--- src/rtl/vscale_csr_port_arbiter_pkg.sv ---
// ---------------------------------------------------------------------------
// vscale_csr_port_arbiter_pkg
//   Shared definitions for the CSR-port arbiter: CSR command encodings that
//   match the pipeline control constants, port widths, arbiter state
//   encodings, and the packed types the arbiter uses internally.
// ---------------------------------------------------------------------------
package vscale_csr_port_arbiter_pkg;

  localparam int CSR_ADDR_WIDTH = 12;
  localparam int CSR_CMD_WIDTH  = 3;
  localparam int XPR_LEN        = 32;
  localparam int HTIF_PCR_WIDTH = 64;

  // CSR command encodings shared with the pipeline control decode.
  localparam logic [CSR_CMD_WIDTH-1:0] CSR_IDLE  = 3'd0;
  localparam logic [CSR_CMD_WIDTH-1:0] CSR_READ  = 3'd4;
  localparam logic [CSR_CMD_WIDTH-1:0] CSR_WRITE = 3'd5;
  localparam logic [CSR_CMD_WIDTH-1:0] CSR_SET   = 3'd6;
  localparam logic [CSR_CMD_WIDTH-1:0] CSR_CLEAR = 3'd7;

  typedef enum logic [1:0] {
    ARB_IDLE = 2'd0,  // waiting for a host request
    ARB_PEND = 2'd1,  // host request latched, waiting for the port
    ARB_RESP = 2'd2   // access done, presenting the response
  } arb_state_t;

  // Host request as latched on acceptance; only the low word of the host
  // data is ever written to a CSR.
  typedef struct packed {
    logic                      rw;
    logic [CSR_ADDR_WIDTH-1:0] addr;
    logic [XPR_LEN-1:0]        data;
  } host_req_t;

  // Everything driven toward the CSR file in one cycle.
  typedef struct packed {
    logic [CSR_ADDR_WIDTH-1:0] addr;
    logic [CSR_CMD_WIDTH-1:0]  cmd;
    logic [XPR_LEN-1:0]        wdata;
  } csr_port_t;

  localparam csr_port_t CSR_PORT_IDLE = '{addr: '0, cmd: CSR_IDLE, wdata: '0};

endpackage

--- src/rtl/vscale_csr_port_arbiter.sv ---
// ---------------------------------------------------------------------------
// vscale_csr_port_arbiter
//   Shares the single CSR-file access port between the pipeline (CSRRx
//   instructions) and the host target interface (HTIF PCR requests).
//   The pipeline has priority; a pending host request that has lost
//   arbitration MAX_WAIT times in a row is forced onto the port and the
//   pipeline is stalled for that one cycle.
//
// Ports
//   clk, reset            clock, synchronous active-high reset
//   core_csr_*            pipeline CSR access in, read data / stall out
//   htif_pcr_req_*        host request (valid/ready handshake)
//   htif_pcr_resp_*       host response (valid/ready handshake)
//   csr_addr/cmd/wdata    access port toward the CSR file
//   csr_rdata             combinational read data from the CSR file
// ---------------------------------------------------------------------------
module vscale_csr_port_arbiter
  import vscale_csr_port_arbiter_pkg::*;
#(
  parameter int MAX_WAIT       = 4,
  parameter int WAIT_CNT_WIDTH = 3
) (
  input  logic                      clk,
  input  logic                      reset,
  // pipeline side
  input  logic                      core_csr_valid,
  input  logic [CSR_ADDR_WIDTH-1:0] core_csr_addr,
  input  logic [CSR_CMD_WIDTH-1:0]  core_csr_cmd,
  input  logic [XPR_LEN-1:0]        core_csr_wdata,
  output logic [XPR_LEN-1:0]        core_csr_rdata,
  output logic                      core_csr_stall,
  // host request
  input  logic                      htif_pcr_req_valid,
  output logic                      htif_pcr_req_ready,
  input  logic                      htif_pcr_req_rw,
  input  logic [CSR_ADDR_WIDTH-1:0] htif_pcr_req_addr,
  input  logic [HTIF_PCR_WIDTH-1:0] htif_pcr_req_data,
  // host response
  output logic                      htif_pcr_resp_valid,
  input  logic                      htif_pcr_resp_ready,
  output logic [HTIF_PCR_WIDTH-1:0] htif_pcr_resp_data,
  // CSR file port
  output logic [CSR_ADDR_WIDTH-1:0] csr_addr,
  output logic [CSR_CMD_WIDTH-1:0]  csr_cmd,
  output logic [XPR_LEN-1:0]        csr_wdata,
  input  logic [XPR_LEN-1:0]        csr_rdata
);

  if (MAX_WAIT >= (1 << WAIT_CNT_WIDTH)) begin : g_bad_wait_width
    $error("WAIT_CNT_WIDTH too narrow to hold MAX_WAIT");
  end

  localparam logic [WAIT_CNT_WIDTH-1:0] WAIT_MAX = WAIT_CNT_WIDTH'(MAX_WAIT);

  arb_state_t                state;
  logic [WAIT_CNT_WIDTH-1:0] wait_cnt;
  host_req_t                 req_q;
  logic [XPR_LEN-1:0]        resp_data_q;
  logic                      req_ready_q;
  logic                      resp_valid_q;

  logic      core_wins;
  logic      host_grant;
  csr_port_t port;

  // The upper half of the host write data is never used.
  logic unused_req_data_hi;
  assign unused_req_data_hi = ^htif_pcr_req_data[HTIF_PCR_WIDTH-1:XPR_LEN];

  // The core keeps the port in PEND until the host has waited MAX_WAIT
  // cycles. Reset masks the host grant so a request being discarded never
  // reaches the CSR file, even for the one cycle reset is sampled.
  assign core_wins  = core_csr_valid && (wait_cnt < WAIT_MAX);
  assign host_grant = (state == ARB_PEND) && !reset && !core_wins;

  // Selects who drives the CSR file this cycle.
  function automatic csr_port_t port_mux(
    input logic                      host,
    input host_req_t                 req,
    input logic                      cvalid,
    input logic [CSR_ADDR_WIDTH-1:0] caddr,
    input logic [CSR_CMD_WIDTH-1:0]  ccmd,
    input logic [XPR_LEN-1:0]        cwdata
  );
    csr_port_t p;
    p = CSR_PORT_IDLE;
    if (host) begin
      p.addr  = req.addr;
      p.cmd   = req.rw ? CSR_WRITE : CSR_READ;
      p.wdata = req.data;
    end else if (cvalid) begin
      // SET/CLEAR pass straight through; the CSR file does the RMW.
      p.addr  = caddr;
      p.cmd   = ccmd;
      p.wdata = cwdata;
    end
    return p;
  endfunction

  // NOTE: every signal written in always_comb gets a value on every path
  // (here the whole struct at once), otherwise synthesis infers a latch.
  always_comb begin
    port = CSR_PORT_IDLE;
    port = port_mux(host_grant, req_q, core_csr_valid,
                    core_csr_addr, core_csr_cmd, core_csr_wdata);
  end

  assign csr_addr  = port.addr;
  assign csr_cmd   = port.cmd;
  assign csr_wdata = port.wdata;

  assign core_csr_rdata = csr_rdata;
  assign core_csr_stall = host_grant && core_csr_valid;

  assign htif_pcr_req_ready  = req_ready_q;
  assign htif_pcr_resp_valid = resp_valid_q;
  assign htif_pcr_resp_data  = {{(HTIF_PCR_WIDTH-XPR_LEN){1'b0}}, resp_data_q};

  // NOTE: state registers use non-blocking assignments so every register
  // samples the pre-edge values regardless of statement order.
  always_ff @(posedge clk) begin
    if (reset) begin
      // NOTE: the latched request and response data are plain registers,
      // so they are cleared here; a stale host word never leaks out.
      state        <= ARB_IDLE;
      wait_cnt     <= '0;
      req_q        <= '0;
      resp_data_q  <= '0;
      req_ready_q  <= 1'b1;
      resp_valid_q <= 1'b0;
    end else begin
      case (state)
        ARB_IDLE: begin
          if (htif_pcr_req_valid) begin
            req_q.rw    <= htif_pcr_req_rw;
            req_q.addr  <= htif_pcr_req_addr;
            req_q.data  <= htif_pcr_req_data[XPR_LEN-1:0];
            wait_cnt    <= '0;
            req_ready_q <= 1'b0;
            state       <= ARB_PEND;
          end
        end

        ARB_PEND: begin
          if (host_grant) begin
            // For writes this is the value before the write lands.
            resp_data_q  <= csr_rdata;
            wait_cnt     <= '0;
            resp_valid_q <= 1'b1;
            state        <= ARB_RESP;
          end else if (wait_cnt != WAIT_MAX) begin
            wait_cnt <= wait_cnt + 1'b1;
          end
        end

        ARB_RESP: begin
          if (htif_pcr_resp_ready) begin
            resp_valid_q <= 1'b0;
            // Ready rises only in the following IDLE cycle, so a request
            // can never overlap the response handshake.
            req_ready_q  <= 1'b1;
            state        <= ARB_IDLE;
          end
        end

        default: begin
          state        <= ARB_IDLE;
          wait_cnt     <= '0;
          req_ready_q  <= 1'b1;
          resp_valid_q <= 1'b0;
        end
      endcase
    end
  end

endmodule

--- config.mk ---
export PLATFORM = sky130hd
export DESIGN_NAME = vscale_csr_port_arbiter
export DESIGN_NICKNAME = d
export VERILOG_FILES = /design/src/rtl/vscale_csr_port_arbiter_pkg.sv /design/src/rtl/vscale_csr_port_arbiter.sv
export SDC_FILE = /design/constraint.sdc
export NUM_CORES = 1
export LEC_CHECK = 0
export ABC_AREA = 1
export BUFFER_PORTS_ARGS = -buffer_cell sky130_fd_sc_hd__buf_2
export CAP_MARGIN = 20
export CORE_AREA = 2 2 118 120
export CTS_BUF_LIST = sky130_fd_sc_hd__clkbuf_4 sky130_fd_sc_hd__clkbuf_8 sky130_fd_sc_hd__clkbuf_16
export CTS_CLUSTER_SIZE = 12
export DETAILED_ROUTE_END_ITERATION = 7
export DIE_AREA = 0 0 120 122
export HOLD_SLACK_MARGIN = 0.05
export PLACE_DENSITY_LB_ADDON = 0.08
export SLEW_MARGIN = 0
export SYNTH_ARGS = -nofsm -noshare
export SYNTH_HDL_FRONTEND = slang
export SYNTH_SLANG_ARGS = --single-unit
--- constraint.sdc ---
create_clock -name clk -period 2.35 [get_ports clk]
set_input_delay 0.1175 -clock clk [delete_from_list [all_inputs] [get_ports clk]]
set_output_delay 0.1175 -clock clk [all_outputs]
set_load 0.1 [all_outputs]
==> out/qor.txt <==
Starting density of the core -> 31.6%
Sum of negative setup slack -> 0 ns
Status -> complete, no violations
Max-slew violation count -> 0
Number of sinks handled by clock tree synthesis -> 84
Most frequent cells in the layout -> 194 x sky130_fd_sc_hd__buf_2, 157 x sky130_fd_sc_hd__nor2_1, 93 x sky130_fd_sc_hd__nand3_1
DRC viols -> 0
Routed length per placed instance -> 13.1 um
Mean post-synth cell area -> 6.97 um^2
CTS tree -> yes
Placed inst area -> 0.00590 mm^2
Data required time of the worst path -> 2.23 ns
Maximum number of pins on one net before global-route repair -> 69
Post-layout min period -> 2.03 ns
Clock Skews -> 0.00536 ns
Die area -> 0.0146 mm^2
Critical path's slowest cell -> sky130_fd_sc_hd__buf_4
Number of input and output port buffers inserted -> 242
Residual overflow from global routing -> 0
Antenna violations before repair -> 0
Drt via density -> 4.44
Total power after layout -> 5220 uW
Die width -> 120 um
Final worst path period share -> 86.4%
Fin nets -> 1038
# resized after CTS -> 0
Area added between synthesis and finish -> 64.3%
Post-synthesis share of cell area spent on xor and xnor gates -> 0%
Final-layout fill cell count -> 1314
Max Cap Violations -> 0
Number of synthesized register bits -> 84
Later-pin clock latency in the skew report -> 0.34 ns
Crit-path max cell delay -> 0.42 ns
Capturing element type of the critical path -> primary output
Leading cell type in the layout, fill and taps excluded -> sky130_fd_sc_hd__buf_2
Max_slew headroom -> 59.0%
Mux contribution to synthesized area -> 0%
Simple-gate share of the synthesized area -> 31.2%
First-pass GRT wire length -> 21.5 mm
Fraction of final layout cells with drive strength greater than 1 -> 31.3%
Synthesized area -> 0.00427 mm^2
Total Wirelength -> 13.9 mm
Netlist cell types -> 22
Ports -> 307
Via Count -> 4711
Proportion of synthesized chip area in sequential cells -> 39.4%
Hold Fails Final Rpt -> 0
Antenna diodes -> 0
Startpoint class of the critical path -> flip-flop
DRT iter0 DRCs -> 193
Row count -> 43
Post-Synth Adder-Cell Area -> 0.586%
Final estimated routing congestion in global placement -> 0.773
Largest family of logic cells by synthesized area -> simple AND/OR/NAND/NOR gates
Placeable core region -> 0.0135 mm^2
Number of iterations in the first detailed-routing pass -> 5
Clock-pin slew of the registers on the worst-case setup and hold paths -> 0.06 ns
Area fraction in compound gates after synthesis -> 10.7%
Number of global-route vias before repair -> 4447
Transition at the pin with the smallest max-transition slack -> 0.615 ns
Cell chain of the critical path -> inv_2 > nand2_2 > a21oi_4 > buf_4 > nand3_1 > nand2_1 > buf_12
Setup violation total in the final timing report -> 0
Number of levels the H-tree was split into -> 3
Global-route usage over all layers -> 18.3%
Clock tree buffer depth -> 2
Worst-path maximum fanout -> 46
Leakage power -> 0.00350 uW
Critical Setup Path Class -> flip-flop to primary output
Gate Count Post-Synth -> 612
Pwr dens -> 744 mW/mm^2
Die height -> 122 um
RSZ-0062 raised after global routing -> false
Cell chosen for the clock root -> sky130_fd_sc_hd__clkbuf_16
HP Class -> input pin to flip-flop
Remaining antenna violation count -> 0
Number of clock buffers inserted by TritonCTS -> 9
Achievable clock frequency -> 492 MHz
Maximum vdd ir drop -> 0.000594 V
HPWL after detailed placement -> 9.10 mm
Critical path arrival -> 1.91 ns
Number of warnings printed during yosys synthesis -> 0
Final cell area excluding filler cells -> 0.00701 mm^2
Hold_ws -> 0.0633 ns
-- cell usage after synthesis --
cell | count | share of area [%]
sky130_fd_sc_hd__dfxtp_1 | 84 | 39
sky130_fd_sc_hd__ha_1 | 2 | 0.59
sky130_fd_sc_hd__buf_4 | 69 | 12
sky130_fd_sc_hd__clkbuf_1 | 11 | 0.97
sky130_fd_sc_hd__nand3b_1 | 1 | 0.18
sky130_fd_sc_hd__inv_1 | 10 | 0.88
sky130_fd_sc_hd__inv_2 | 4 | 0.35
sky130_fd_sc_hd__o21ai_0 | 78 | 9.1
sky130_fd_sc_hd__a21oi_1 | 4 | 0.47
sky130_fd_sc_hd__conb_1 | 1 | 0.088
sky130_fd_sc_hd__buf_2 | 18 | 2.1
sky130_fd_sc_hd__o21ai_1 | 1 | 0.12
sky130_fd_sc_hd__nor2_1 | 157 | 14
sky130_fd_sc_hd__nand3_1 | 93 | 11
sky130_fd_sc_hd__nand2_2 | 3 | 0.44
sky130_fd_sc_hd__nand2_1 | 62 | 5.5
sky130_fd_sc_hd__buf_6 | 5 | 1.3
sky130_fd_sc_hd__a21oi_4 | 2 | 0.76
sky130_fd_sc_hd__o211ai_1 | 1 | 0.18
sky130_fd_sc_hd__and3_1 | 1 | 0.15
sky130_fd_sc_hd__buf_1 | 3 | 0.26
sky130_fd_sc_hd__nand4_1 | 2 | 0.29
-- path summary, 6_finish.rpt --
path         cells past startpoint            startpoint  slack (ns)            endpoint
min reg2reg                      2    htif_pcr_req_ready        0.46  htif_pcr_req_ready
max reg2reg                      7              state[1]        0.48      resp_data_q[0]
max                              7              state[1]        0.32         csr_addr[5]
min                              3  htif_pcr_req_data[6]        0.06            req_q[6]
-- sequential cells by signal, indices dropped and copies added, names as in the netlist --
name	count
htif_pcr_resp_valid	1
wait_cnt	3
htif_pcr_req_ready	1
state	2
resp_data_q	32
req_q	45
-- cell type report --
type	count	area [um^2]	area share, %
clock buffers	13	274	3.91
inverters	14	53.8	0.767
repair buffers	327	2780	39.6
well taps	180	225	3.21
flip-flops and latches	84	1680	24.0
multi-input cells	439	1930	27.6
clock inverters	3	67.6	0.964
-- critical path: cells and delay by family, from the launching register on --
kind                   cells  cell delay, ns
DFF                        1            0.35
buffers and inverters      3            0.67
AOI/OAI and AO/OA          1            0.16
and+or+nand+nor            3            0.39
-- stage by stage --
stage	setup slack [ns]	instances	util, %
after global routing	0.160	1060	51.9
final	0.319	1060	51.9
after CTS	0.263	1060	51.9
after floorplan	0.0758	643	-
after detailed placement	0.486	967	43.7
after global placement	0.542	967	43.7
-- report_power, final --
group	switching (uW)	internal, uW	leakage [uW]
clock	562	1030	0.000165
sequential	57.8	1540	0.000692
combinational	1510	520	0.00264
-- kinds of logic (layout without fill, tap and decap cells) --
family / after synthesis / in the layout
simple gates: 319 / 319
other cells: 1 / 32
flops: 84 / 84
compound gates: 86 / 86
fa+ha+maj: 2 / 2
buf+inv: 120 / 357
-- repair_timing --
item                      CTS  global route
setup buffers               0             0
hold buffers               77             0
hold endpoints to repair   80             0
-- routing by layer --
metal	share of wire, %	vias up	GRT usage (%)
li1	-	2415	-
met1	43	2103	22.2
met2	49	175	32.2
met3	6.6	18	3.70
met4	1.5	0	6.54
met5	0	-	0
No activity file was read; power rests on OpenSTA's default activity.
